## config.mk

```make
export PLATFORM = sky130hd
export DESIGN_NAME = core_share_arbiter
export DESIGN_NICKNAME = d
export VERILOG_FILES = /design/src/rtl/core_share_arbiter.sv
export SDC_FILE = /design/constraint.sdc
export NUM_CORES = 1
export LEC_CHECK = 0
export ABC_AREA = 1
export CAP_MARGIN = 20
export CORE_UTILIZATION = 30
export CTS_CLUSTER_SIZE = 10
export DETAILED_ROUTE_END_ITERATION = 6
export PLACE_DENSITY = 0.68
export SKIP_CTS_REPAIR_TIMING = 1
export SYNTH_ARGS = -nofsm -noshare
export SYNTH_HDL_FRONTEND = slang
export SYNTH_SLANG_ARGS = --single-unit
```

## constraint.sdc

```tcl
create_clock -name clk -period 4.12 [get_ports clk]
set_clock_uncertainty 0.2 [all_clocks]
set_input_delay 0.618 -clock clk [delete_from_list [all_inputs] [get_ports clk]]
set_output_delay 0.618 -clock clk [all_outputs]
set_load 0.05 [all_outputs]
```

## src/rtl/core_share_arbiter.sv

```systemverilog
// core_share_arbiter: round-robin front-end that time-shares one combinational core.
// Each accepted request drives the core inputs, waits SETTLE cycles, captures the
// core outputs and returns them tagged with the requester index over a valid/ready
// response channel. Optional MISR signature over captured outputs: `define CORE_MISR_EN.
module core_share_arbiter #(
  parameter int NREQ   = 4,
  parameter int IN_W   = 14,
  parameter int OUT_W  = 8,
  parameter int SETTLE = 2,
  parameter int ID_W   = $clog2(NREQ)
) (
  input  logic                 clk,
  input  logic                 rst_n,
  input  logic [NREQ-1:0]      req_valid,
  input  logic [NREQ*IN_W-1:0] req_data,
  output logic [NREQ-1:0]      req_ready,
  output logic [IN_W-1:0]      core_in,
  input  logic [OUT_W-1:0]     core_out,
  output logic                 rsp_valid,
  input  logic                 rsp_ready,
  output logic [ID_W-1:0]      rsp_id,
  output logic [OUT_W-1:0]     rsp_data,
`ifdef CORE_MISR_EN
  input  logic                 misr_clr,
  output logic [OUT_W-1:0]     misr_sig,
`endif
  output logic                 busy
);
  localparam int CW = (SETTLE > 1) ? $clog2(SETTLE) : 1;

  if (SETTLE < 1) begin : g_bad_settle
    $error("core_share_arbiter: SETTLE must be >= 1");
  end
  if (NREQ < 2 || NREQ > 16) begin : g_bad_nreq
    $error("core_share_arbiter: NREQ must be in 2..16");
  end

  typedef enum logic [1:0] {S_IDLE, S_SETTLE, S_RESP} state_t;

  state_t            r_state, w_next;
  logic [ID_W-1:0]   r_ptr, w_win, r_rsp_id;
  logic              w_found, w_accept, w_capture, w_done, r_rsp_valid;
  logic [CW-1:0]     r_cnt;
  logic [IN_W-1:0]   r_core_in;
  logic [OUT_W-1:0]  r_rsp_data;

  // Winner: first valid requester at or above ptr, wrapping modulo NREQ.
  always_comb begin : p_pick
    int t;
    t       = 0;
    w_found = 1'b0;
    w_win   = '0;
    for (int k = 0; k < NREQ; k++) begin
      t = int'(r_ptr) + k;
      if (t >= NREQ) t = t - NREQ;
      if (!w_found && req_valid[t[ID_W-1:0]]) begin
        w_found = 1'b1;
        w_win   = t[ID_W-1:0];
      end
    end
  end

  // Next-state and the combinational accept strobe.
  always_comb begin
    w_accept  = (r_state == S_IDLE) && w_found;
    w_capture = (r_state == S_SETTLE) && (r_cnt == '0);
    w_done    = (r_state == S_RESP) && rsp_ready;
    w_next    = w_accept ? S_SETTLE : w_capture ? S_RESP : w_done ? S_IDLE : r_state;
    req_ready = w_accept ? (NREQ'(1) << w_win) : '0;
  end

  // State register.
  always_ff @(posedge clk or negedge rst_n) begin
    if (!rst_n) r_state <= S_IDLE;
    else        r_state <= w_next;
  end

  // Datapath: latch the winner onto the core, count settle cycles, capture and hand back.
  always_ff @(posedge clk or negedge rst_n) begin
    if (!rst_n) begin
      r_ptr       <= '0;
      r_cnt       <= '0;
      r_core_in   <= '0;
      r_rsp_valid <= 1'b0;
      r_rsp_id    <= '0;
      r_rsp_data  <= '0;
    end else begin
      if (w_accept) begin
        r_core_in <= req_data[int'(w_win)*IN_W +: IN_W];
        r_rsp_id  <= w_win;
        r_cnt     <= CW'(SETTLE - 1);
        r_ptr     <= (w_win == ID_W'(NREQ - 1)) ? '0 : w_win + 1'b1;
      end
      if (r_state == S_SETTLE && r_cnt != '0) r_cnt <= r_cnt - 1'b1;
      if (w_capture) begin
        r_rsp_data  <= core_out;
        r_rsp_valid <= 1'b1;
      end
      if (w_done) r_rsp_valid <= 1'b0;
    end
  end

`ifdef CORE_MISR_EN
  if (OUT_W != 8) begin : g_bad_misr
    $error("core_share_arbiter: MISR requires OUT_W == 8");
  end

  logic [OUT_W-1:0] r_misr;
  logic             w_fb;

  assign w_fb = r_misr[7] ^ r_misr[5] ^ r_misr[4] ^ r_misr[3];

  // Signature folds every captured core result; clear wins over update.
  always_ff @(posedge clk or negedge rst_n) begin
    if (!rst_n)         r_misr <= '0;
    else if (misr_clr)  r_misr <= '0;
    else if (w_capture) r_misr <= {r_misr[OUT_W-2:0], w_fb} ^ core_out;
  end

  assign misr_sig = r_misr;
`endif

  assign core_in   = r_core_in;
  assign rsp_valid = r_rsp_valid;
  assign rsp_id    = r_rsp_id;
  assign rsp_data  = r_rsp_data;
  assign busy      = (r_state != S_IDLE);
endmodule

```

==> reports/metrics.csv, run 1 <==
metric,value,unit
outcome,finished clean,
vias,2254,
Via density,4.50,
nets@finish,496,
root buf cell,clkbuf_8,
layout cells sized above 1,7.31,%
Psw,0.156,mW
Yosys reg bits,30,
worst r2r src,r_ptr[0],
R2R depth,10,
syn nets,398,
# clock sinks,30,
1st-pass router iterations,4,
die area,7260,um2
Syn. warnings,0,
Max-Cap Viols,0,
CP Depth,11,
Register Area,751,um2
Fin. Hold Viols,0,
Num CTS Buffers,5,
number of antenna diodes,0,
Post-synth top cells,"131 x nand2_1, 57 x inv_1, 49 x nand3_1",
CTS tree,built,
"Critical Path, Cell by Cell",clkdlybuf4s50_1 -> inv_1 -> nand2_1 -> nand3_2 -> nand2_2 -> nor2_4 -> nand3_1 -> nand3_1 -> nand2_1 -> nor2_1 -> buf_12,
Initial Util,31.8,%
Synth area leaders,"dfrtp_1 36%, nand2_1 24%, nand3_1 12%",
port bufs,100,
Most used DFF post-synth,dfrtp_1,
Worst setup EP type,output port,
post-detailed-route wirelength per cell,11.4,um
post-route cell area,3210,um2
Cell variety after synth,26,
vias in the first global route,2083,
slew at the pin with the worst max-slew slack,0.551,ns
Core Region,6530,um2
RSZ-0062 raised after global routing,false,
power per cell area,206,nW/um2
top cell type's share of synthesized area,36.2,%
"Seq/Total Area, Yosys",36.2,%
Critical Path Source,req_valid[3],
ys async rst share,100,%
cell-internal power,0.504,mW
Clock Path Buffers,2,
Die X,85.2,um
Max VDD drop,0.0000818,V
later-pin clock latency in the skew report,0.27,ns
Multi-input gate area,1020,um2
data arrival time of the worst path,2.55,ns
global route overflow,0,
Clock power frac,34.3,%
clock-pin slew on the worst setup and hold paths,0.06,ns
syn_area_per_cell,6.35,um2
CP Max Fanout,13,
top cell type by total area after synthesis,dfrtp_1,
fmax,297,MHz
switch share,23.6,%
Setup crit end,req_ready[2],
DP Area,3120,um2
startpoint types,input pin,
Post-synth EDFFs,0,
cell with the most instances after synthesis,nand2_1,
"Slew Viols, Final",0,
final setup violation count,0,
IO Count,101,
RR Endpoint,core_in[6],
total leakage power,1.67,nW
# DRC,0,
cell area after synthesis,2080,um2
Comb pwr share,21.0,%
critical path type,input pin to output port,
Flop pwr share,44.7,%
Required @ worst endpoint,3.30,ns
Slew Limit Headroom,63.2,%
Placer Congestion,0.843,
Vert. Die Dim,85.2,um
Iter 0 DRT Violations,131,
filler instances,658,
minimum clock period,3.37,ns
"delay-heaviest family, CP",simple AND/OR/NAND/NOR gates,
Post-Route WL,5700,um
initial antenna violation count,0,
cells after synthesis,327,
largest net degree at the start of global routing,33,
H-Tree Depth,2,
Layout area overhead,54.5,%
CP bufs+invs,3,
GR Util All Layers,16.4,%
Final period util,81.8,%
Core Rows,29,
CP max stage cell,clkdlybuf4s50_1,
Worst R2R Setup Slack,1.42,ns
"Core Util, Final",49.1,%
Hold Path Class,flip-flop to flip-flop,
DRT antenna net count,0,
HPWL Detailed,4480,um
first-pass GRT wire length,9430,um
worst stage delay on the critical path,0.42,ns
final setup TNS,0,ns
## sequential cells by signal (all words and copies together), names as in the netlist
name / cells
r_state: 2
rsp_data: 8
r_ptr: 2
r_cnt: 1
rsp_id: 2
rsp_valid: 1
core_in: 14
## metrics by stage
stage	worst slack, ns	power, mW	hold WS, ns	cells
after detailed placement	0.749	0.440	0.265	495
after global placement	0.780	0.438	0.261	495
after global routing	0.509	0.702	0.306	501
after floorplan	0.796	0.359	0.122	327
after CTS	0.745	0.670	0.281	501
final	0.750	0.660	0.277	501
## worst register-to-register path: stages (launching register included)
cell and delay [ns]:
dfrtp_1 0.58, inv_2 0.17, nand2_1 0.14, nand3_1 0.07, nand2_1 0.11, inv_1 0.08
nand3_1 0.10, nand3_1 0.37, nor2_1 0.47, nand3_1 0.21, nand3_1 0.12
## placed cells by master, fill, tap and decap left out, types with 4 or more instances in the layout
cell type,netlist,layout
nand2_1,131,131
clkdlybuf4s50_1,0,96
inv_1,57,57
nand3_1,49,49
dfrtp_1,30,30
nor2_1,8,8
o211ai_1,6,6
clkbuf_8,0,6
buf_4,4,6
or2_1,5,5
nand2_2,4,4
## worst min-delay path by stage
stage	from	endpoint	slack, ns	depth (start not counted)
floorplan	rst_n	core_in[0]	0.12	0
global placement	rsp_data[5]	rsp_data[5]	0.26	2
detailed placement	rsp_data[5]	rsp_data[5]	0.26	2
CTS	core_in[1]	core_in[1]	0.28	2
global route	rsp_id[1]	rsp_id[1]	0.31	2
finish	core_in[11]	core_in[11]	0.28	2
## power by group through the flow
stage,Combinational (mW),Sequential [mW],Clock (mW)
3_3_place_gp,0.138,0.300,0
6_report,0.138,0.295,0.226
5_1_grt,0.155,0.294,0.253
2_1_floorplan,0.0585,0.300,0
4_1_cts,0.140,0.295,0.236
3_5_place_dp,0.139,0.300,0
## cells by family after synthesis
group | Yosys count | synth area share [%]
buffers and inverters | 73 | 14.6
AOI/OAI and AO/OA | 16 | 5.06
and+or+nand+nor | 208 | 44.2
DFF | 30 | 36.2
## metal layers
metal | vias to the layer above | routed length (um) | global-route usage, %
li1 | 1182 | - | -
met1 | 996 | 2730 | 22.1
met2 | 70 | 2610 | 26.7
met3 | 6 | 283 | 3.11
met4 | 0 | 72 | 4.78
met5 | - | 0 | 0
## final cells by class
cell class | count | share of cell area [%]
flip-flops and latches | 30 | 23.4
multi-input cells | 224 | 31.9
repair buffers | 103 | 32.0
inverters | 61 | 7.14
well taps | 77 | 3.00
clock buffers | 6 | 2.58
Power figures use the tool's default switching activity.
==> run 2, diff against run 1 <==
- PLACE_DENSITY: 0.68 -> 0.71
- clock period: 4.12 -> 2.9 ns (I/O delays scaled with it)
==> run 2 against run 1 <==
Effect of this change:
- critical path type unchanged
- worst hold slack better by 0.0046 ns
- total power up 56%
- final cell count up 2.4%
- flip-flop and latch count unchanged
- critical endpoint is now req_ready[0]
- sequential power up 42%
- setup slack worse by 0.66 ns
==> reports/metrics.csv, run 2 (synthesis gave the netlist of run 1 again) <==
metric,value,unit,change
outcome,finished clean,,
first-pass GRT wire length,9710,um,+3.0%
Final period util,96.9,%,
minimum clock period,2.81,ns,
DP Area,3190,um2,+2.2%
layout cells sized above 1,10.6,%,+3.2 points
non-filler cells in the finished layout,513,,+2.4%
final setup violation count,0,,unchanged
Core Region,6530,um2,unchanged
DRT antenna net count,0,,unchanged
most frequent cells in the layout,"131 x nand2_1, 96 x clkdlybuf4s50_1, 57 x inv_1, 49 x nand3_1, 29 x dfrtp_1",,
hold_sp,rsp_data[5],,
Worst R2R Setup Slack,0.57,ns,-0.85 ns
GR Util All Layers,16.6,%,+0.25 points
Hold Path Class,flip-flop to flip-flop,,
worst r2r src,r_ptr[0],,
clock-pin slew on the worst setup and hold paths,0.06,ns,about the same
Die X,85.2,um,unchanged
Required @ worst endpoint,2.27,ns,-1.03 ns
Layout area overhead,62.1,%,
Max VDD drop,0.000163,V,+100%
RSZ-0062 raised after global routing,true,,
vias in the first global route,2190,,+5.1%
vias,2328,,+3.3%
max FFs per register,14,,unchanged
nets@finish,506,,+2.0%
"commonest non-fill, non-tap cell in the layout",nand2_1,,
Hold EP,rsp_data[5],,
# DRC,0,,unchanged
Placer Congestion,0.970,,+15%
Max-Cap Viols,0,,unchanged
power per cell area,306,nW/um2,+49%
Vert. Die Dim,85.2,um,unchanged
Core Rows,29,,unchanged
Post-Route WL,6030,um,+5.8%
Fin. Hold Viols,0,,unchanged
largest net degree at the start of global routing,31,,-6.1%
Initial Util,31.8,%,unchanged
global route overflow,0,,unchanged
Clock Path Buffers,2,,unchanged
"Slew Viols, Final",0,,unchanged
data arrival time of the worst path,2.18,ns,-0.37 ns
post-route cell area,3360,um2,+4.9%
Worst setup EP type,output port,,
Slew Limit Headroom,62.8,%,-0.34 points
# clock sinks,30,,unchanged
WHS Path Cells,2,,unchanged
fmax,356,MHz,
total leakage power,1.75,nW,+4.8%
Iter 0 DRT Violations,104,,-21%
1st-pass router iterations,4,,unchanged
critical path type,input pin to output port,,
CTS tree,built,,
post-detailed-route wirelength per cell,11.8,um,+3.4%
Via density,4.54,,+0.87%
startpoint types,input pin,,
Num CTS Buffers,5,,unchanged
IO Count,101,,unchanged
RR Endpoint,core_in[5],,
initial antenna violation count,0,,unchanged
H-Tree Depth,2,,unchanged
die area,7260,um2,unchanged
CP Max Fanout,11,,-2
final hold slack,0.282,ns,+0.00463 ns
HPWL Detailed,4760,um,+6.4%
number of antenna diodes,0,,unchanged
slew at the pin with the worst max-slew slack,0.556,ns,+0.00514 ns
Placed Cells incl. Taps,502,,+1.4%
port bufs,100,,unchanged
final setup TNS,0,ns,unchanged
later-pin clock latency in the skew report,0.27,ns,about the same
R2R depth,12,,+2
root buf cell,clkbuf_8,,
-- run 2: where the power goes --
group | internal (mW) | switching, mW | total [mW]
sequential | 0.418 | 0 | 0.418
combinational | 0.119 | 0.0837 | 0.203
clock | 0.252 | 0.156 | 0.408
-- run 2: cell type report --
type / instances / area (um2)
clock buffer: 5 / 68.8
clock inverter: 3 / 40.0
fill: 625 / 3170
inverter: 61 / 231
multi-input combinational: 224 / 1040
sequential: 30 / 752
tap: 77 / 96.3
timing repair buffer: 113 / 1140
-- run 2: through the flow --
step / util, % / setup slack [ns] / power, mW
floorplan: - / 0.157 / 0.510
global placement: 48.9 / 0.127 / 0.626
detailed placement: 48.9 / 0.107 / 0.629
CTS: 50.6 / -0.0557 / 1.04
global route: 51.5 / -0.0198 / 1.08
finish: 51.5 / 0.0888 / 1.03
-- run 2: how the worst max path moves through the flow --
| stage | from | to | slack, ns |
|---|---|---|---|
| 2_1_floorplan | r_ptr[0] | req_ready[0] | 0.16 |
| 4_1_cts | r_ptr[0] | req_ready[2] | -0.06 |
| 6_report | req_valid[0] | req_ready[0] | 0.09 |
| 3_3_place_gp | req_valid[1] | req_ready[3] | 0.13 |
| 3_5_place_dp | req_valid[1] | req_ready[3] | 0.11 |
| 5_1_grt | req_valid[1] | req_ready[0] | -0.02 |
-- run 2: layer usage --
metal	vias to the layer above	wire length, um	track usage [%]	share of wire, %
met1	1038	2710	20.9	45
met3	6	350	2.82	5.8
met4	0	72	4.78	1.2
li1	1206	-	-	-
met2	78	2890	29.3	48
met5	-	0	0	0
-- run 2: worst max-delay path, cell delays in order --
cell and delay [ns]:
clkdlybuf4s50_1 0.47, inv_1 0.05, nand2_1 0.09, nand3_1 0.07, nand2_1 0.12, inv_1 0.09, nand2_1 0.11, o21ai_4 0.08
buf_12 0.16, inv_2 0.05, nand2_1 0.07, nor2_1 0.18, buf_6 0.19
==> run 3, diff against run 2 <==
- PLACE_DENSITY: 0.71 -> 0.68
- clock period: 2.9 -> 2.8 ns (I/O delays scaled with it)
==> run 3 against run 2 <==
Effect of this change:
- core utilization up 0.31 points
- global-route usage down 0.22 points
- worst hold slack worse by 0.0030 ns
- flip-flop and latch count unchanged
- combinational power up 6%
- via count down 2.0%
- routed wire length down 5.0%
- final cell count up 0.39%
- non-clock buffer count up 2
- die area unchanged
==> reports/metrics.csv, run 3 (synthesis gave the netlist of run 1 again) <==
metric,value,unit,change
outcome,finished clean,,
Die X,85.2,um,unchanged
die area,7260,um2,unchanged
CP Max Fanout,28,,+17
post-detailed-route wirelength per cell,11.1,um,-5.4%
fmax,367,MHz,
Core Region,6530,um2,unchanged
power per cell area,317,nW/um2,+3.5%
final setup violation count,0,,unchanged
non-filler cells in the finished layout,515,,+0.39%
DRT antenna net count,0,,unchanged
DP Area,3220,um2,+0.71%
Post-Route WL,5730,um,-5.0%
GR Util All Layers,16.4,%,-0.22 points
Multi-input gate area,1040,um2,+0.48%
"worst slack, placed",0.00594,ns,-0.101 ns
met1 usage,21.9,%,+1.0 points
Via density,4.43,,-2.4%
1st-pass router iterations,4,,unchanged
slew at the pin with the worst max-slew slack,0.546,ns,-0.00947 ns
Vert. Die Dim,85.2,um,unchanged
most crowded layer after global routing,met2,,
# DRC,0,,unchanged
worst r2r src,r_ptr[0],,
RSZ-0062 raised after global routing,true,,
Pwr Total,1.07,mW,+4.1%
most frequent cells in the layout,"131 x nand2_1, 96 x clkdlybuf4s50_1, 57 x inv_1, 48 x nand3_1, 28 x dfrtp_1",,
minimum clock period,2.72,ns,
port bufs,100,,unchanged
later-pin clock latency in the skew report,0.28,ns,about the same
data arrival time of the worst path,2.10,ns,-0.08 ns
nets@finish,508,,+0.40%
Final period util,97.3,%,
Fin. Hold Viols,0,,unchanged
M3 GR Usage,2.33,%,-0.49 points
layout cells sized above 1,11.4,%,+0.87 points
Placer Congestion,0.854,,-12%
root buf cell,clkbuf_8,,
hold_sp,rsp_data[0],,
Core Rows,29,,unchanged
initial antenna violation count,0,,unchanged
"commonest non-fill, non-tap cell in the layout",nand2_1,,
Num CTS Buffers,5,,unchanged
HPWL Detailed,4670,um,-1.9%
clock-pin slew on the worst setup and hold paths,0.06,ns,about the same
final hold slack,0.279,ns,-0.00296 ns
Clock Path Buffers,2,,unchanged
Initial Util,31.8,%,unchanged
critical path type,input pin to output port,,
final setup TNS,0,ns,unchanged
Critical Path Source,req_valid[3],,
# clock sinks,30,,unchanged
IO Count,101,,unchanged
startpoint types,input pin,,
largest net degree at the start of global routing,31,,unchanged
vias in the first global route,2150,,-1.8%
total leakage power,1.76,nW,+0.48%
"Slew Viols, Final",0,,unchanged
vias,2282,,-2.0%
Hold Path Class,flip-flop to flip-flop,,
filler instances,608,,-2.7%
Slew Limit Headroom,63.5,%,+0.63 points
first-pass GRT wire length,9470,um,-2.4%
"Core Util, Final",51.8,%,+0.31 points
global route overflow,0,,unchanged
CTS tree,built,,
max FFs per register,14,,unchanged
met2 Track Usage GR,26.3,%,-2.9 points
number of antenna diodes,0,,unchanged
Iter 0 DRT Violations,91,,-13%
Placed Cells incl. Taps,505,,+0.60%
Layout area overhead,63.1,%,
Register Area,753,um2,+0.17%
Max VDD drop,0.000154,V,-5.4%
Max-Cap Viols,0,,unchanged
H-Tree Depth,2,,unchanged
Worst setup EP type,output port,,
Final WS setup,0.0764,ns,-0.0124 ns
post-route cell area,3380,um2,+0.60%
Required @ worst endpoint,2.18,ns,-0.09 ns
-- run 3: changes by cell type in the layout (fill, tap and decap cells not counted) --
cell and change:
buf_12 +1, buf_4 +1, buf_6 +1, clkbuf_16 -1
dfrtp_1 -1, dfrtp_2 +1, nand3_1 -1, nand3_2 +1
-- run 3: area by class of cell --
class / count / share of cell area, %
repair buffers: 115 / 34.0
multi-input cells: 224 / 30.8
flip-flops and latches: 30 / 22.3
inverters: 61 / 6.84
well taps: 77 / 2.85
clock buffers: 5 / 2.03
clock inverters: 3 / 1.18
-- run 3: worst paths after layout --
kind	end	slack, ns	cells after the start
max	req_ready[1]	0.08	12
min	rsp_data[0]	0.28	2
max reg2reg	core_in[6]	0.54	13
min reg2reg	rsp_data[0]	0.28	2
max in group asynchronous	r_ptr[1]	1.78	2
min in group asynchronous	rsp_valid	0.32	2
-- run 3: critical path: stages --
cell	delay, ns
clkdlybuf4s50_1	0.44
inv_1	0.09
nand2_1	0.08
nand3_2	0.10
nand2_2	0.08
nor2_4	0.14
nand3_2	0.10
nand2_4	0.08
nand2_4	0.07
buf_12	0.16
nor3_2	0.15
buf_6	0.19
-- run 3: where the power goes --
part / switching [mW] / internal (mW)
Combinational: 0.0876 / 0.127
Sequential: 0 / 0.433
Clock: 0.162 / 0.261
Total: 0.250 / 0.822
-- run 3: per-layer routing --
layer  up-vias  wire, um
li1       1213         -
met1       977      2690
met2        81      2620
met3        11       279
met4         0       136
met5         -         0
